--- src/rtl/inst_buffer_array.sv ---
// Per-warp two-entry instruction buffer between decode and the warp issue arbiter.
// Optional sticky illegal-request flag err_o is built when INST_BUF_ERR_EN is defined.
module inst_buffer_array #(
   parameter int NUM_WARP      = 4,
   parameter int NUM_WARP_LOG  = 2,
   parameter int NUM_ENTRY_LOG = 1,
   parameter int INST_W        = 32
) (
   input  logic                     clk,
   input  logic                     reset,
   input  logic                     wr_valid_i,
   input  logic [NUM_WARP_LOG-1:0]  wr_warp_i,
   input  logic [INST_W-1:0]        wr_inst_i,
   output logic                     wr_ready_o,
   input  logic                     flush_i,
   input  logic [NUM_WARP_LOG-1:0]  flush_warp_i,
   output logic [NUM_WARP-1:0]      ReadyVector0_o,
   output logic [NUM_WARP-1:0]      ReadyVector1_o,
   output logic [NUM_WARP_LOG-1:0]  preWarp_o,
   input  logic                     issue_en_i,
   input  logic [NUM_WARP_LOG-1:0]  grantWarp_i,
   input  logic [NUM_ENTRY_LOG-1:0] grantEntry_i,
   output logic                     issue_valid_o,
   output logic [NUM_WARP_LOG-1:0]  issue_warp_o,
   output logic [INST_W-1:0]        issue_inst_o
`ifdef INST_BUF_ERR_EN
   ,output logic                    err_o
`endif
);

   logic [NUM_WARP-1:0] valid0, valid1, valid0Next, valid1Next;
   logic [INST_W-1:0]   inst0 [NUM_WARP];
   logic [INST_W-1:0]   inst1 [NUM_WARP];

   logic wrFree0, wrFree1, wrFlushHit, wrEn, wrSel;
   logic grantSel, grantValid, issueFlushHit, issueEn;
   logic [INST_W-1:0] grantInst;

   // Freeness comes from start-of-cycle state, so an entry being issued now is not reusable.
   assign wrFree0    = !valid0[wr_warp_i];
   assign wrFree1    = !valid1[wr_warp_i];
   assign wrFlushHit = flush_i && (flush_warp_i == wr_warp_i);
   assign wr_ready_o = (wrFree0 || wrFree1) && !wrFlushHit;
   assign wrEn       = wr_valid_i && wr_ready_o;
   assign wrSel      = !wrFree0;

   assign grantSel      = (grantEntry_i != '0);
   assign grantValid    = grantSel ? valid1[grantWarp_i] : valid0[grantWarp_i];
   assign grantInst     = grantSel ? inst1[grantWarp_i]  : inst0[grantWarp_i];
   assign issueFlushHit = flush_i && (flush_warp_i == grantWarp_i);
   assign issueEn       = issue_en_i && grantValid && !issueFlushHit;

   // NOTE: every variable assigned in always_comb gets a default first so no latch is inferred.
   always_comb begin
      valid0Next = valid0;
      valid1Next = valid1;
      if (wrEn && !wrSel) valid0Next[wr_warp_i] = 1'b1;
      if (wrEn &&  wrSel) valid1Next[wr_warp_i] = 1'b1;
      if (issueEn && !grantSel) valid0Next[grantWarp_i] = 1'b0;
      if (issueEn &&  grantSel) valid1Next[grantWarp_i] = 1'b0;
      if (flush_i) begin
         valid0Next[flush_warp_i] = 1'b0;
         valid1Next[flush_warp_i] = 1'b0;
      end
   end

   // NOTE: sequential state uses non-blocking assignments so all flops update from the same pre-edge values.
   always_ff @(posedge clk or negedge reset) begin
      if (!reset) begin
         valid0        <= '0;
         valid1        <= '0;
         preWarp_o     <= '0;
         issue_valid_o <= 1'b0;
         issue_warp_o  <= '0;
         issue_inst_o  <= '0;
      end else begin
         valid0        <= valid0Next;
         valid1        <= valid1Next;
         issue_valid_o <= issueEn;
         if (issueEn) begin
            preWarp_o    <= grantWarp_i;
            issue_warp_o <= grantWarp_i;
            issue_inst_o <= grantInst;
         end
      end
   end

   // NOTE: the instruction words are not reset; the valid bits alone decide whether a word is meaningful.
   always_ff @(posedge clk) begin
      if (wrEn) begin
         if (wrSel) inst1[wr_warp_i] <= wr_inst_i;
         else       inst0[wr_warp_i] <= wr_inst_i;
      end
   end

   assign ReadyVector0_o = valid0;
   assign ReadyVector1_o = valid1;

`ifdef INST_BUF_ERR_EN
   logic errSet;
   assign errSet = (wr_valid_i && !wr_ready_o && !wrFlushHit) || (issue_en_i && !grantValid);

   always_ff @(posedge clk or negedge reset) begin
      if (!reset)      err_o <= 1'b0;
      else if (errSet) err_o <= 1'b1;
   end
`endif

endmodule

--- config.mk ---
export PLATFORM = sky130hd
export DESIGN_NAME = inst_buffer_array
export DESIGN_NICKNAME = d
export VERILOG_FILES = /design/src/rtl/inst_buffer_array.sv
export SDC_FILE = /design/constraint.sdc
export NUM_CORES = 1
export LEC_CHECK = 0
export BUFFER_PORTS_ARGS = -buffer_cell sky130_fd_sc_hd__buf_2
export CORE_MARGIN = 2
export CORE_UTILIZATION = 50
export CTS_BUF_LIST = sky130_fd_sc_hd__clkbuf_4 sky130_fd_sc_hd__clkbuf_8 sky130_fd_sc_hd__clkbuf_16
export CTS_CLUSTER_SIZE = 8
export DETAILED_ROUTE_END_ITERATION = 10
export PLACE_DENSITY = 0.71
export SLEW_MARGIN = 20
export SYNTH_ARGS = -nofsm -noshare
export SYNTH_HDL_FRONTEND = slang
export SYNTH_SLANG_ARGS = --single-unit
--- constraint.sdc ---
create_clock -name clk -period 4.45 [get_ports clk]
set_clock_uncertainty 0.15 [all_clocks]
set_input_delay 0.445 -clock clk [delete_from_list [all_inputs] [get_ports clk]]
set_output_delay 0.445 -clock clk [all_outputs]
set_load 0.01 [all_outputs]
==> impl_results.md <==
- Max Freq: 0.331 GHz
- Global route overflow: 0
- Combinational share of power: 11.9%
- Num ports: 90
- Worst hold endpoint: inst1[3][7]$_DFFE_PP_
- Reg-to-Reg Start: ReadyVector1_o[3]$_DFF_PN0_
- Clk buf depth: 3
- Worst setup path start: ReadyVector1_o[3]$_DFF_PN0_
- Commonest non-fill, non-tap cells in the layout: edfxtp_1, buf_2, mux4_2
- Crit path max fanout: 24
- Worst R2R End: inst1[3][31]$_DFFE_PP_
- Setup TNS: 0 ns
- Starting Density: 50.7%
- Internal power: slightly below 0.006 W
- Synthesized net count: 573
- Antenna violations before repair: 1
- Sequential share of the synthesized area: 76.6%
- CP required: 4.51 ns
- Worst-path clk slew: 0.05 ns
- Clock power share: 41.8%
- Maximum vdd ir drop: 0.237 mV
- Min-delay src: wr_inst_i[7]
- Routed len/inst: 24.1 um
- DR iter-0 viols: 448
- Syn Area/Cell: around 22 um2
- Cell variety after synth: 36
- Die Span X: 155 um
- Post-Synth Adder-Cell Area: 0%
- CTS resizes: 0
- Most common cell after layout, fill and taps aside: edfxtp_1
- Worst-Skew Late Latency: 0.51 ns
- Number of synthesized flops with an enable pin: 256
- Unrepaired setup endpoints after global routing: false
- Worst hold-check path type: in2reg
- MaxCap Viol Count: 0
- Total Routed Length: 23.2 mm
- Rows: 55
- Psw: between 0.0015 and 0.002 W
- Htree depth: 2
- Simple-Gate Fraction of Synth Area: about 3.4%
- Routed Antenna Nets: 0
- Pin count of the biggest net entering global routing: 44
- Xor-xnor portion of the synthesized cell area: 0.306%
- Main combinational cell family by area after synthesis: multiplexers
- Gr usage total: between 10% and 20%
- Minimum clock period: a little over 3 ns
- Placed insts: 882
- Total CTS buffers: 43
- Critical path endpoint category: flip-flop
- Post-CTS Setup Bufs: 0
- Drt drc: 0
- Placer congestion estimate: a little under 0.8
- First-pass DRT Iterations: 5
- Via/cell ratio: roughly 6
- Rel. slew slack: 26.8%
- Clock sinks: ~300
- Mux cell area share after synthesis: 13.7%
- Cell Pwr Density: 551 nW/um2
- Leak: 4.76 nW
- Power Total: 0.00751 W
- Startpoint class of the critical path: flip-flop
- Fin. Hold Viols: 0
- Hold depth: 1
- DP HPWL: roughly 12 mm
- Status: complete, no violations
- Core region area: 22,600 um2
- Die area: 24,100 um2
- Yosys reg bits: roughly 300
- # setup viols final: 0
- First-pass GRT wire length: roughly 36 mm
- CTS tree: built
- Non-Filler Instances: roughly 960
- Tightest Pin Transition: 1.09 ns
- WS Path Type: reg2reg
- Vias: 5,747
- Post-synthesis cell area: between 10,000 and 15,000 um2
- Sw frac: 23.0%
- Max-slew violation count: 0
- Fraction of layout cells with a size suffix above 1: 38.7%
- Vias in the first global route: 6,279
- Reg2Reg Setup Slack: between 1 and 1.5 ns
- Syn Inst Count: 529
- R2r worst-path depth: 5
- Ys async rst share: between 10 and 15%
- Synth Area in Compound Gates: 4.16%
- Synth warnings: 0
- Die height: 155 um
- Top_reg_cell synth: edfxtp_1
- Layout Nets: 688
- Period utilization: between 60% and 70%
- Root Buffer: clkbuf_16
- Sequential Power Share: 46.3%
- Buffers on Ports: around 90
- Worst EP arrival: just over 3 ns
- Layout area overhead: 19.1%
[state kept, by name, summed over array words and instances (netlist names)]
register,count
ReadyVector0_o,4
ReadyVector1_o,4
inst0,128
inst1,128
issue_inst_o,32
issue_valid_o,1
preWarp_o,2
[what timing repair did]
action                                 4_1_cts  5_1_grt
endpoints found under the hold margin       43        0
hold buffers                                 1        0
setup endpoints to repair                    0        0
[metal layers]
metal	global-route usage (%)	part of all wire (%)
met3	3.73	5.6
met1	26.7	42
met4	5.85	1.9
met2	32.5	50
met5	0	0
[cell type report]
type,count,area [um2]
fillers,1569,8940
flip-flops and latches,299,8760
multi-input cells,188,2530
clock buffers,75,1350
repair buffers,104,588
well taps,285,357
inverters,8,30.0
clock inverters,1,7.51
diodes,2,5.00
[per-stage QoR]
stage	instance area [um2]	worst slack [ns]	hold slack, ns	utilization [%]
6_report	13600	1.43	0.0518	60.4
5_1_grt	13600	1.29	0.0472	60.4
4_1_cts	13600	1.42	0.0342	60.3
3_5_place_dp	12200	1.07	0.344	54.2
3_3_place_gp	12200	1.13	0.345	54.2
2_1_floorplan	11400	0.111	-0.000591	-
[how the worst max path moves through the flow]
stage / slack (ns) / cells after the start / end
4_1_cts: 1.42 / 5 / inst1[3][31]$_DFFE_PP_
6_report: 1.43 / 5 / inst1[3][31]$_DFFE_PP_
2_1_floorplan: 0.11 / 5 / ReadyVector0_o[2]$_DFF_PN0_
3_5_place_dp: 1.07 / 6 / inst1[3][27]$_DFFE_PP_
5_1_grt: 1.29 / 5 / inst1[3][31]$_DFFE_PP_
3_3_place_gp: 1.13 / 6 / inst1[3][0]$_DFFE_PP_
[cells in the mapped netlist, types with 4 or more instances]
library cell | number | area (um2)
a221o_1 | 32 | 320
a41oi_1 | 4 | 35.0
buf_2 | 8 | 40.0
buf_6 | 4 | 45.0
clkbuf_1 | 17 | 63.8
dfrtp_1 | 43 | 1080
edfxtp_1 | 256 | 7690
inv_1 | 8 | 30.0
mux2i_1 | 4 | 40.0
mux4_2 | 67 | 1510
nand2_1 | 5 | 18.8
nor2_1 | 9 | 33.8
nor3_1 | 5 | 25.0
nor3b_1 | 32 | 240
[logic make-up (layout without fill, tap and decap cells)]
family | count (synthesis) | count (layout)
other cells | 0 | 2
flops | 299 | 299
buf+inv | 42 | 188
mux | 73 | 73
simple gates | 62 | 62
compound gates | 49 | 49
xor+xnor | 4 | 4
[power by group through the flow]
stage	Clock (W)	Sequential [W]	Combinational, W
floorplan	0	0.00357	0.000450
global placement	0	0.00351	0.000874
detailed placement	0	0.00352	0.000899
CTS	0.00319	0.00348	0.000904
global route	0.00330	0.00350	0.000969
finish	0.00314	0.00348	0.000894
[critical path, cell delays in order, from the launching register on]
cell	delay [ns]
dfrtp_1	0.41
mux4_2	0.50
nor2b_1	0.30
nand2_1	0.28
nor2_4	0.75
buf_4	0.32
(Power assumes the default switching activity.)
